--- src/rtl/uart_bus_pkg.sv ---
`default_nettype none
// ============================================================================
// Module  : uart_bus_pkg
// Brief   : Shared types and constants for the UART core register bus:
//           bus widths, bus-master FSM state encoding, register map.
// Revision: 1.0 - initial release
// ============================================================================
package uart_bus_pkg;

  localparam int ADDR_W = 4;
  localparam int DATA_W = 8;

  // Bus-master transaction phases
  typedef enum logic [2:0] {
    IDLE   = 3'd0,
    SETUP  = 3'd1,
    STROBE = 3'd2,
    HOLD   = 3'd3,
    RESP   = 3'd4,
    GAP    = 3'd5
  } state_t;

  // UART core register map (16550-style layout)
  localparam logic [ADDR_W-1:0] REG_RBR_THR = 4'h0;
  localparam logic [ADDR_W-1:0] REG_IER     = 4'h1;
  localparam logic [ADDR_W-1:0] REG_IIR_FCR = 4'h2;
  localparam logic [ADDR_W-1:0] REG_LCR     = 4'h3;
  localparam logic [ADDR_W-1:0] REG_MCR     = 4'h4;
  localparam logic [ADDR_W-1:0] REG_LSR     = 4'h5;
  localparam logic [ADDR_W-1:0] REG_MSR     = 4'h6;
  localparam logic [ADDR_W-1:0] REG_SCR     = 4'h7;

endpackage
`default_nettype wire

--- src/rtl/uart_bus_master.sv ---
`default_nettype none
// ============================================================================
// Module  : uart_bus_master
// Brief   : Converts single-beat host commands into timed, active-low strobe
//           register cycles on the UART core bus; returns read data over a
//           valid/ready response and latches rising edges of the core IRQ.
// Revision: 1.0 - initial release
// ============================================================================
module uart_bus_master
  import uart_bus_pkg::*;
#(
  parameter int unsigned SETUP_CYC  = 1,
  parameter int unsigned STROBE_CYC = 2,
  parameter int unsigned HOLD_CYC   = 1,
  parameter int unsigned GAP_CYC    = 1
) (
  input  logic              clk,
  input  logic              rst,
  // host command channel
  input  logic              cmd_valid_i,
  output logic              cmd_ready_o,
  input  logic              cmd_write_i,
  input  logic [ADDR_W-1:0] cmd_addr_i,
  input  logic [DATA_W-1:0] cmd_wdata_i,
  // host response channel (reads only)
  output logic              rsp_valid_o,
  input  logic              rsp_ready_i,
  output logic [DATA_W-1:0] rsp_rdata_o,
  output logic              busy_o,
  // UART core register bus
  output logic [ADDR_W-1:0] AddrBus_o,
  output logic              n_ChipSelect_o,
  output logic              n_rd_o,
  output logic              n_we_o,
  output logic [DATA_W-1:0] DataBus_o,
  input  logic [DATA_W-1:0] DataBus_i,
  // interrupt edge latch
  input  logic              p_IrqSig_i,
  output logic              irq_pending_o,
  input  logic              irq_clr_i
);

  // Reject timing parameters the 4-bit phase counter cannot express
  if (STROBE_CYC == 0 || GAP_CYC == 0 || SETUP_CYC > 15 ||
      STROBE_CYC > 15 || HOLD_CYC > 15 || GAP_CYC > 15) begin : g_param_check
    $error("uart_bus_master: illegal timing parameter (STROBE/GAP must be 1..15, SETUP/HOLD 0..15)");
  end

  // Counter reload values: a phase of N cycles counts N-1 down to 0
  localparam logic [3:0] SETUP_LD  = 4'((SETUP_CYC  == 0) ? 0 : SETUP_CYC  - 1);
  localparam logic [3:0] STROBE_LD = 4'((STROBE_CYC == 0) ? 0 : STROBE_CYC - 1);
  localparam logic [3:0] HOLD_LD   = 4'((HOLD_CYC   == 0) ? 0 : HOLD_CYC   - 1);
  localparam logic [3:0] GAP_LD    = 4'((GAP_CYC    == 0) ? 0 : GAP_CYC    - 1);

  state_t            state_q, state_d;
  logic [3:0]        cnt_q, cnt_d;
  logic              wr_q, wr_d;
  logic [ADDR_W-1:0] addr_q, addr_d;
  logic [DATA_W-1:0] wdata_q, wdata_d;
  logic [DATA_W-1:0] rdata_q, rdata_d;

  // Bus outputs are computed from the next state and registered
  logic              bus_active_d;
  logic              cs_n_q, cs_n_d;
  logic              rd_n_q, rd_n_d;
  logic              we_n_q, we_n_d;
  logic [ADDR_W-1:0] addr_bus_q, addr_bus_d;
  logic [DATA_W-1:0] data_bus_q, data_bus_d;
  logic              rsp_valid_q, rsp_valid_d;

  logic              irq_sync_q, irq_prev_q, irq_pending_q;

  // Next-state, phase counter, command latch and next bus values
  always_comb begin
    state_d = state_q;
    cnt_d   = (cnt_q != 4'd0) ? cnt_q - 4'd1 : 4'd0;
    wr_d    = wr_q;
    addr_d  = addr_q;
    wdata_d = wdata_q;
    rdata_d = rdata_q;

    case (state_q)
      IDLE: begin
        if (cmd_valid_i) begin
          wr_d    = cmd_write_i;
          addr_d  = cmd_addr_i;
          wdata_d = cmd_wdata_i;
          if (SETUP_CYC != 0) begin
            state_d = SETUP;
            cnt_d   = SETUP_LD;
          end else begin
            state_d = STROBE;
            cnt_d   = STROBE_LD;
          end
        end
      end
      SETUP: begin
        if (cnt_q == 4'd0) begin
          state_d = STROBE;
          cnt_d   = STROBE_LD;
        end
      end
      STROBE: begin
        if (cnt_q == 4'd0) begin
          // Edge closing the last strobe cycle samples the core's read data
          if (!wr_q) begin
            rdata_d = DataBus_i;
          end
          if (HOLD_CYC != 0) begin
            state_d = HOLD;
            cnt_d   = HOLD_LD;
          end else if (wr_q) begin
            state_d = GAP;
            cnt_d   = GAP_LD;
          end else begin
            state_d = RESP;
          end
        end
      end
      HOLD: begin
        if (cnt_q == 4'd0) begin
          if (wr_q) begin
            state_d = GAP;
            cnt_d   = GAP_LD;
          end else begin
            state_d = RESP;
          end
        end
      end
      RESP: begin
        if (rsp_ready_i) begin
          state_d = GAP;
          cnt_d   = GAP_LD;
        end
      end
      GAP: begin
        if (cnt_q == 4'd0) begin
          state_d = IDLE;
        end
      end
      default: begin
        state_d = IDLE;
      end
    endcase

    bus_active_d = (state_d == SETUP) || (state_d == STROBE) || (state_d == HOLD);
    cs_n_d       = !bus_active_d;
    rd_n_d       = !((state_d == STROBE) && !wr_d);
    we_n_d       = !((state_d == STROBE) && wr_d);
    addr_bus_d   = bus_active_d ? addr_d : '0;
    data_bus_d   = (bus_active_d && wr_d) ? wdata_d : '0;
    rsp_valid_d  = (state_d == RESP);
  end

  // FSM state, command latch and registered bus outputs
  always_ff @(posedge clk) begin
    if (rst) begin
      state_q     <= IDLE;
      cnt_q       <= 4'd0;
      wr_q        <= 1'b0;
      addr_q      <= '0;
      wdata_q     <= '0;
      rdata_q     <= '0;
      cs_n_q      <= 1'b1;
      rd_n_q      <= 1'b1;
      we_n_q      <= 1'b1;
      addr_bus_q  <= '0;
      data_bus_q  <= '0;
      rsp_valid_q <= 1'b0;
    end else begin
      state_q     <= state_d;
      cnt_q       <= cnt_d;
      wr_q        <= wr_d;
      addr_q      <= addr_d;
      wdata_q     <= wdata_d;
      rdata_q     <= rdata_d;
      cs_n_q      <= cs_n_d;
      rd_n_q      <= rd_n_d;
      we_n_q      <= we_n_d;
      addr_bus_q  <= addr_bus_d;
      data_bus_q  <= data_bus_d;
      rsp_valid_q <= rsp_valid_d;
    end
  end

  // IRQ rising-edge latch; a coincident set beats the clear
  always_ff @(posedge clk) begin
    if (rst) begin
      irq_sync_q    <= 1'b0;
      irq_prev_q    <= 1'b0;
      irq_pending_q <= 1'b0;
    end else begin
      irq_sync_q    <= p_IrqSig_i;
      irq_prev_q    <= irq_sync_q;
      irq_pending_q <= (irq_sync_q && !irq_prev_q) || (irq_pending_q && !irq_clr_i);
    end
  end

  assign cmd_ready_o    = (state_q == IDLE);
  assign busy_o         = (state_q != IDLE);
  assign rsp_valid_o    = rsp_valid_q;
  assign rsp_rdata_o    = rdata_q;
  assign AddrBus_o      = addr_bus_q;
  assign n_ChipSelect_o = cs_n_q;
  assign n_rd_o         = rd_n_q;
  assign n_we_o         = we_n_q;
  assign DataBus_o      = data_bus_q;
  assign irq_pending_o  = irq_pending_q;

endmodule
`default_nettype wire

--- config.mk ---
export PLATFORM = sky130hd
export DESIGN_NAME = uart_bus_master
export DESIGN_NICKNAME = d
export VERILOG_FILES = /design/src/rtl/uart_bus_pkg.sv /design/src/rtl/uart_bus_master.sv
export SDC_FILE = /design/constraint.sdc
export NUM_CORES = 1
export LEC_CHECK = 0
export CORE_MARGIN = 2
export CORE_UTILIZATION = 40
export DETAILED_ROUTE_END_ITERATION = 8
export PLACE_DENSITY = 0.8
export RECOVER_POWER = 100
export SLEW_MARGIN = 20
export SYNTH_ARGS = -nofsm -noshare
export SYNTH_HDL_FRONTEND = slang
export SYNTH_SLANG_ARGS = --single-unit
--- constraint.sdc ---
create_clock -name clk -period 3.1 [get_ports clk]
set_input_delay 0.62 -clock clk [delete_from_list [all_inputs] [get_ports clk]]
set_output_delay 0.62 -clock clk [all_outputs]
set_load 0.01 [all_outputs]
==> qor.csv <==
stage,metric,value,unit
outcome,result of the run,"finished, final reports clean",
cts,largest buffer count on any clock path,2,
setup_path,Bufs and invs on worst path,2,
sta,unrepaired setup endpoints after global routing,no,
global_route,gr ovfl total,0,
sta,Total Neg Setup Slack,0,ns
hold_path,worst min-delay path startpoint,irq_pending_o,
route,first-pass iteration count of the detailed router,4,
hold_path,class of the most critical hold timing path,flop to flop,
yosys,share of the yosys chip area belonging to registers,54.1,%
setup_path,data required time of the worst path,3.29,ns
cts,number of buffers added to fix hold violations after cts,0,
yosys,"flops & latches, synth",47,
setup_path,worst reg-to-reg path cell count,6,
global_route,global-route wire length before repair,5580,um
yosys,mean post-synth cell area,10.3,um2
cts,TritonCTS clock tree,built,
cts,"Clk Latency, worst-skew pair",0.29,ns
floorplanning,row cnt,23,
route,wire length reported by the detailed router,3310,um
setup_path,worst-case register-to-register setup slack,0.67,ns
sta,Period minus WS final,2.57,ns
route,total vias in the final route,1343,
floorplanning,die span in x,69.9,um
route,Routed wire per std cell,12.1,um
setup_path,Worst R2R Start,cnt_q[0],
yosys,net count after synthesis,198,
sta,Final setup viols,0,
cells_and_area,layout net count,252,
route,Detailed Route Iter0 Violations,56,
power,internal power consumption,1.36,mW
global_route,number of antenna violations at the first check in global routing,0,
sta,relative slew slack,37.6,%
power,switching component of the power,610,uW
setup_path,type of element capturing the critical path,flop,
setup_path,CP Data Arrival Time,2.77,ns
placed_design,HPWL after DPL,2450,um
power,cell area power density,813,nW/um2
setup_path,crit-path max cell delay,0.71,ns
cts,"Clk pin slew, worst setup/hold paths",0.08,ns
route,number of vias per cell after detailed routing,4.90,
power,switching share of power,31.0,%
route,number of design rule violations left after detail routing,0,
floorplanning,initial standard-cell utilization of the core,42.6,%
hold_path,Worst Hold Depth,2,
placed_design,count of buffers inserted at the top-level ports,53,
cts,buffers inserted during post-CTS setup optimization,0,
cells_and_area,antenna diode count,0,
setup_path,CP cell instances,"clkdlybuf4s50_1, nor4b_1, clkbuf_1, mux2i_1, nor2_1, and2_1",
sta,transition time at the pin with the least slew margin,0.934,ns
sta,number of hold violations in the final report,0,
cells_and_area,layout overhead on the synthesized area,39.2,%
setup_path,cell type of the slowest stage on the worst timing path,clkbuf_1,
sta,final period utilization,83.1,%
flow_run,max-cap violations,0,
cells_and_area,final core utilization,59.2,%
yosys,yosys synthesis warning count,0,
setup_path,destination of the worst register-to-register timing path,state_q[2],
cts,count of cells resized by post-cts repair,0,
cts,clock root buffer master,clkbuf_8,
power,combinational fraction of design power,34.6,%
power,power after layout,1.97,mW
yosys,area of the mapped netlist,1740,um2
sta,Fmax,388,MHz
sta,pins over their slew limit,0,
sta,Worst Hold Slack,0.469,ns
route,Detail Route Antenna Nets,0,
placed_design,worst slack at placement,0.733,ns
floorplanning,Die Span Y,69.9,um
yosys,number of standard cells after synthesis,169,
placed_design,gpl congestion,0.739,
cts,TritonCTS Sinks,47,
sta,Clock Skew,0.00679,ns
global_route,number of global-route vias before repair,1244,
setup_path,category of the most critical setup path,primary input to flop,
cells_and_area,ratio of cells with drive above 1 in the final layout,4.91,%
floorplanning,IO Count,54,
cts,clock buffers created by TritonCTS,5,
sta,worst setup margin,0.525,ns
floorplanning,die footprint,4890,um2
hold_path,WHS Endpoint,irq_pending_o,
power,leakage power,1.04,nW
power,part of the total power dissipated in sequential elements,39.4,%
yosys,Unique masters post-synth,33,
global_route,GRT Overall Usage,14.1,%
power,worst voltage drop across the vdd grid,0.000384,V
power,Clk pwr share,26.0,%
setup_path,startpoint class of the critical path,primary input,
cts,H-tree depth,2,
setup_path,largest delay contributor family on the critical path,buffers and inverters,
setup_path,Crit Path Max Fanout,12,
global_route,maximum number of pins on one net before global-route repair,16,
floorplanning,Std-Cell Core Area,4090,um2
## tightest hold or removal path: stages (launching register included)
cell and delay, ns:
dfxtp_1 0.31, nand2b_1 0.06, a21oi_1 0.05
## layer usage
layer | GRT usage (%) | wire length (um)
met2 | 22.3 | 1600
met4 | 4.49 | 29
met5 | 0 | 0
met1 | 17.9 | 1490
met3 | 5.19 | 196
## area by class of cell
class / instances / area [um2]
Inverter: 7 / 26.3
Fill cell: 352 / 1670
Multi-Input combinational cell: 106 / 713
Sequential cell: 47 / 941
Tap cell: 50 / 62.6
Timing Repair Buffer: 56 / 546
Clock buffer: 6 / 72.6
Clock inverter: 2 / 60.1
## cell usage in the layout (no fill, tap or decap)
cell / Yosys / final
mux2i_1: 23 / 23
or3_1: 2 / 2
nand3b_1: 1 / 1
nor3_1: 3 / 3
bufinv_16: 0 / 2
o21ai_0: 3 / 3
inv_1: 7 / 7
dlygate4sd3_1: 0 / 28
or3b_1: 1 / 1
mux2_2: 1 / 1
or2_2: 1 / 1
buf_4: 0 / 1
ha_1: 2 / 2
and2_0: 0 / 3
clkbuf_1: 5 / 3
and2_1: 4 / 1
nor3b_1: 1 / 2
a311oi_1: 1 / 1
nor4b_1: 1 / 2
a221oi_1: 1 / 1
a31oi_2: 1 / 1
dfxtp_1: 47 / 47
nor4_1: 7 / 7
nor2b_1: 4 / 4
or4_1: 1 / 1
clkbuf_8: 0 / 5
a221o_1: 1 / 1
xnor2_1: 3 / 3
clkdlybuf4s50_1: 0 / 25
or2_0: 1 / 1
nand3_1: 1 / 1
nand2_1: 4 / 4
o22ai_1: 2 / 2
a21oi_1: 2 / 2
nand2b_1: 5 / 5
nor2_1: 27 / 27
## power groups by stage
| stage | Combinational (mW) | Sequential [mW] | Clock [mW] |
|---|---|---|---|
| 2_1_floorplan | 0.494 | 0.782 | 0 |
| 3_3_place_gp | 0.703 | 0.797 | 0 |
| 3_5_place_dp | 0.721 | 0.800 | 0 |
| 4_1_cts | 0.723 | 0.785 | 0.529 |
| 5_1_grt | 0.755 | 0.791 | 0.561 |
| 6_report | 0.681 | 0.775 | 0.512 |
## stage by stage
stage / area (um2) / cells
after global placement: 2320 / 266
after CTS: 2450 / 274
after detailed placement: 2320 / 266
after floorplan: 1740 / 169
final: 2420 / 274
after global routing: 2420 / 274
## registers in the layout (all words and copies together), names as in the netlist, 3 cells and up
register,flops
state_q,3
addr_q,4
DataBus_o,8
wdata_q,8
cnt_q,4
rsp_rdata_o,8
AddrBus_o,4
## synthesized netlist by cell type
cell type,instances,share of area (%)
clkbuf_1,5,1.1
nand2_1,4,0.86
o21ai_0,3,0.86
and2_1,4,1.4
mux2i_1,23,13
mux2_2,1,0.65
nand3b_1,1,0.43
o22ai_1,2,0.72
or3b_1,1,0.50
or2_0,1,0.36
nor4_1,7,2.5
nor3_1,3,0.86
xnor2_1,3,1.5
nor4b_1,1,0.50
or3_1,2,0.72
a21oi_1,2,0.58
buf_2,4,1.2
or4_1,1,0.43
nor3b_1,1,0.43
a31oi_2,1,0.72
a221o_1,1,0.58
a311oi_1,1,0.50
inv_1,7,1.5
or2_2,1,0.36
dfxtp_1,47,54
nand2b_1,5,1.8
nor2_1,27,5.8
nor3b_2,1,0.72
nand3_1,1,0.29
a221oi_1,1,0.50
nor4b_4,1,1.4
nor2b_1,4,1.4
ha_1,2,1.4
## cell families after synthesis
| family | Yosys count | synth area share [%] |
|---|---|---|
| AND/OR/NAND/NOR | 66 | 20.9 |
| multiplexers | 24 | 13.9 |
| XOR/XNOR | 3 | 1.51 |
| buffers and inverters | 16 | 3.74 |
| AO/OA/AOI/OAI | 11 | 4.46 |
| flip-flops | 47 | 54.1 |
| adder cells (fa/ha/maj) | 2 | 1.44 |
## how the worst max path moves through the flow
stage | start | end | cells after the start
2_1_floorplan | cnt_q[0] | DataBus_o[0] | 6
3_3_place_gp | cmd_valid_i | DataBus_o[3] | 5
3_5_place_dp | cmd_valid_i | DataBus_o[0] | 5
4_1_cts | state_q[2] | cmd_ready_o | 3
5_1_grt | cmd_valid_i | AddrBus_o[1] | 6
6_report | cmd_valid_i | AddrBus_o[1] | 6
No activity file was read; power rests on OpenSTA's default activity.
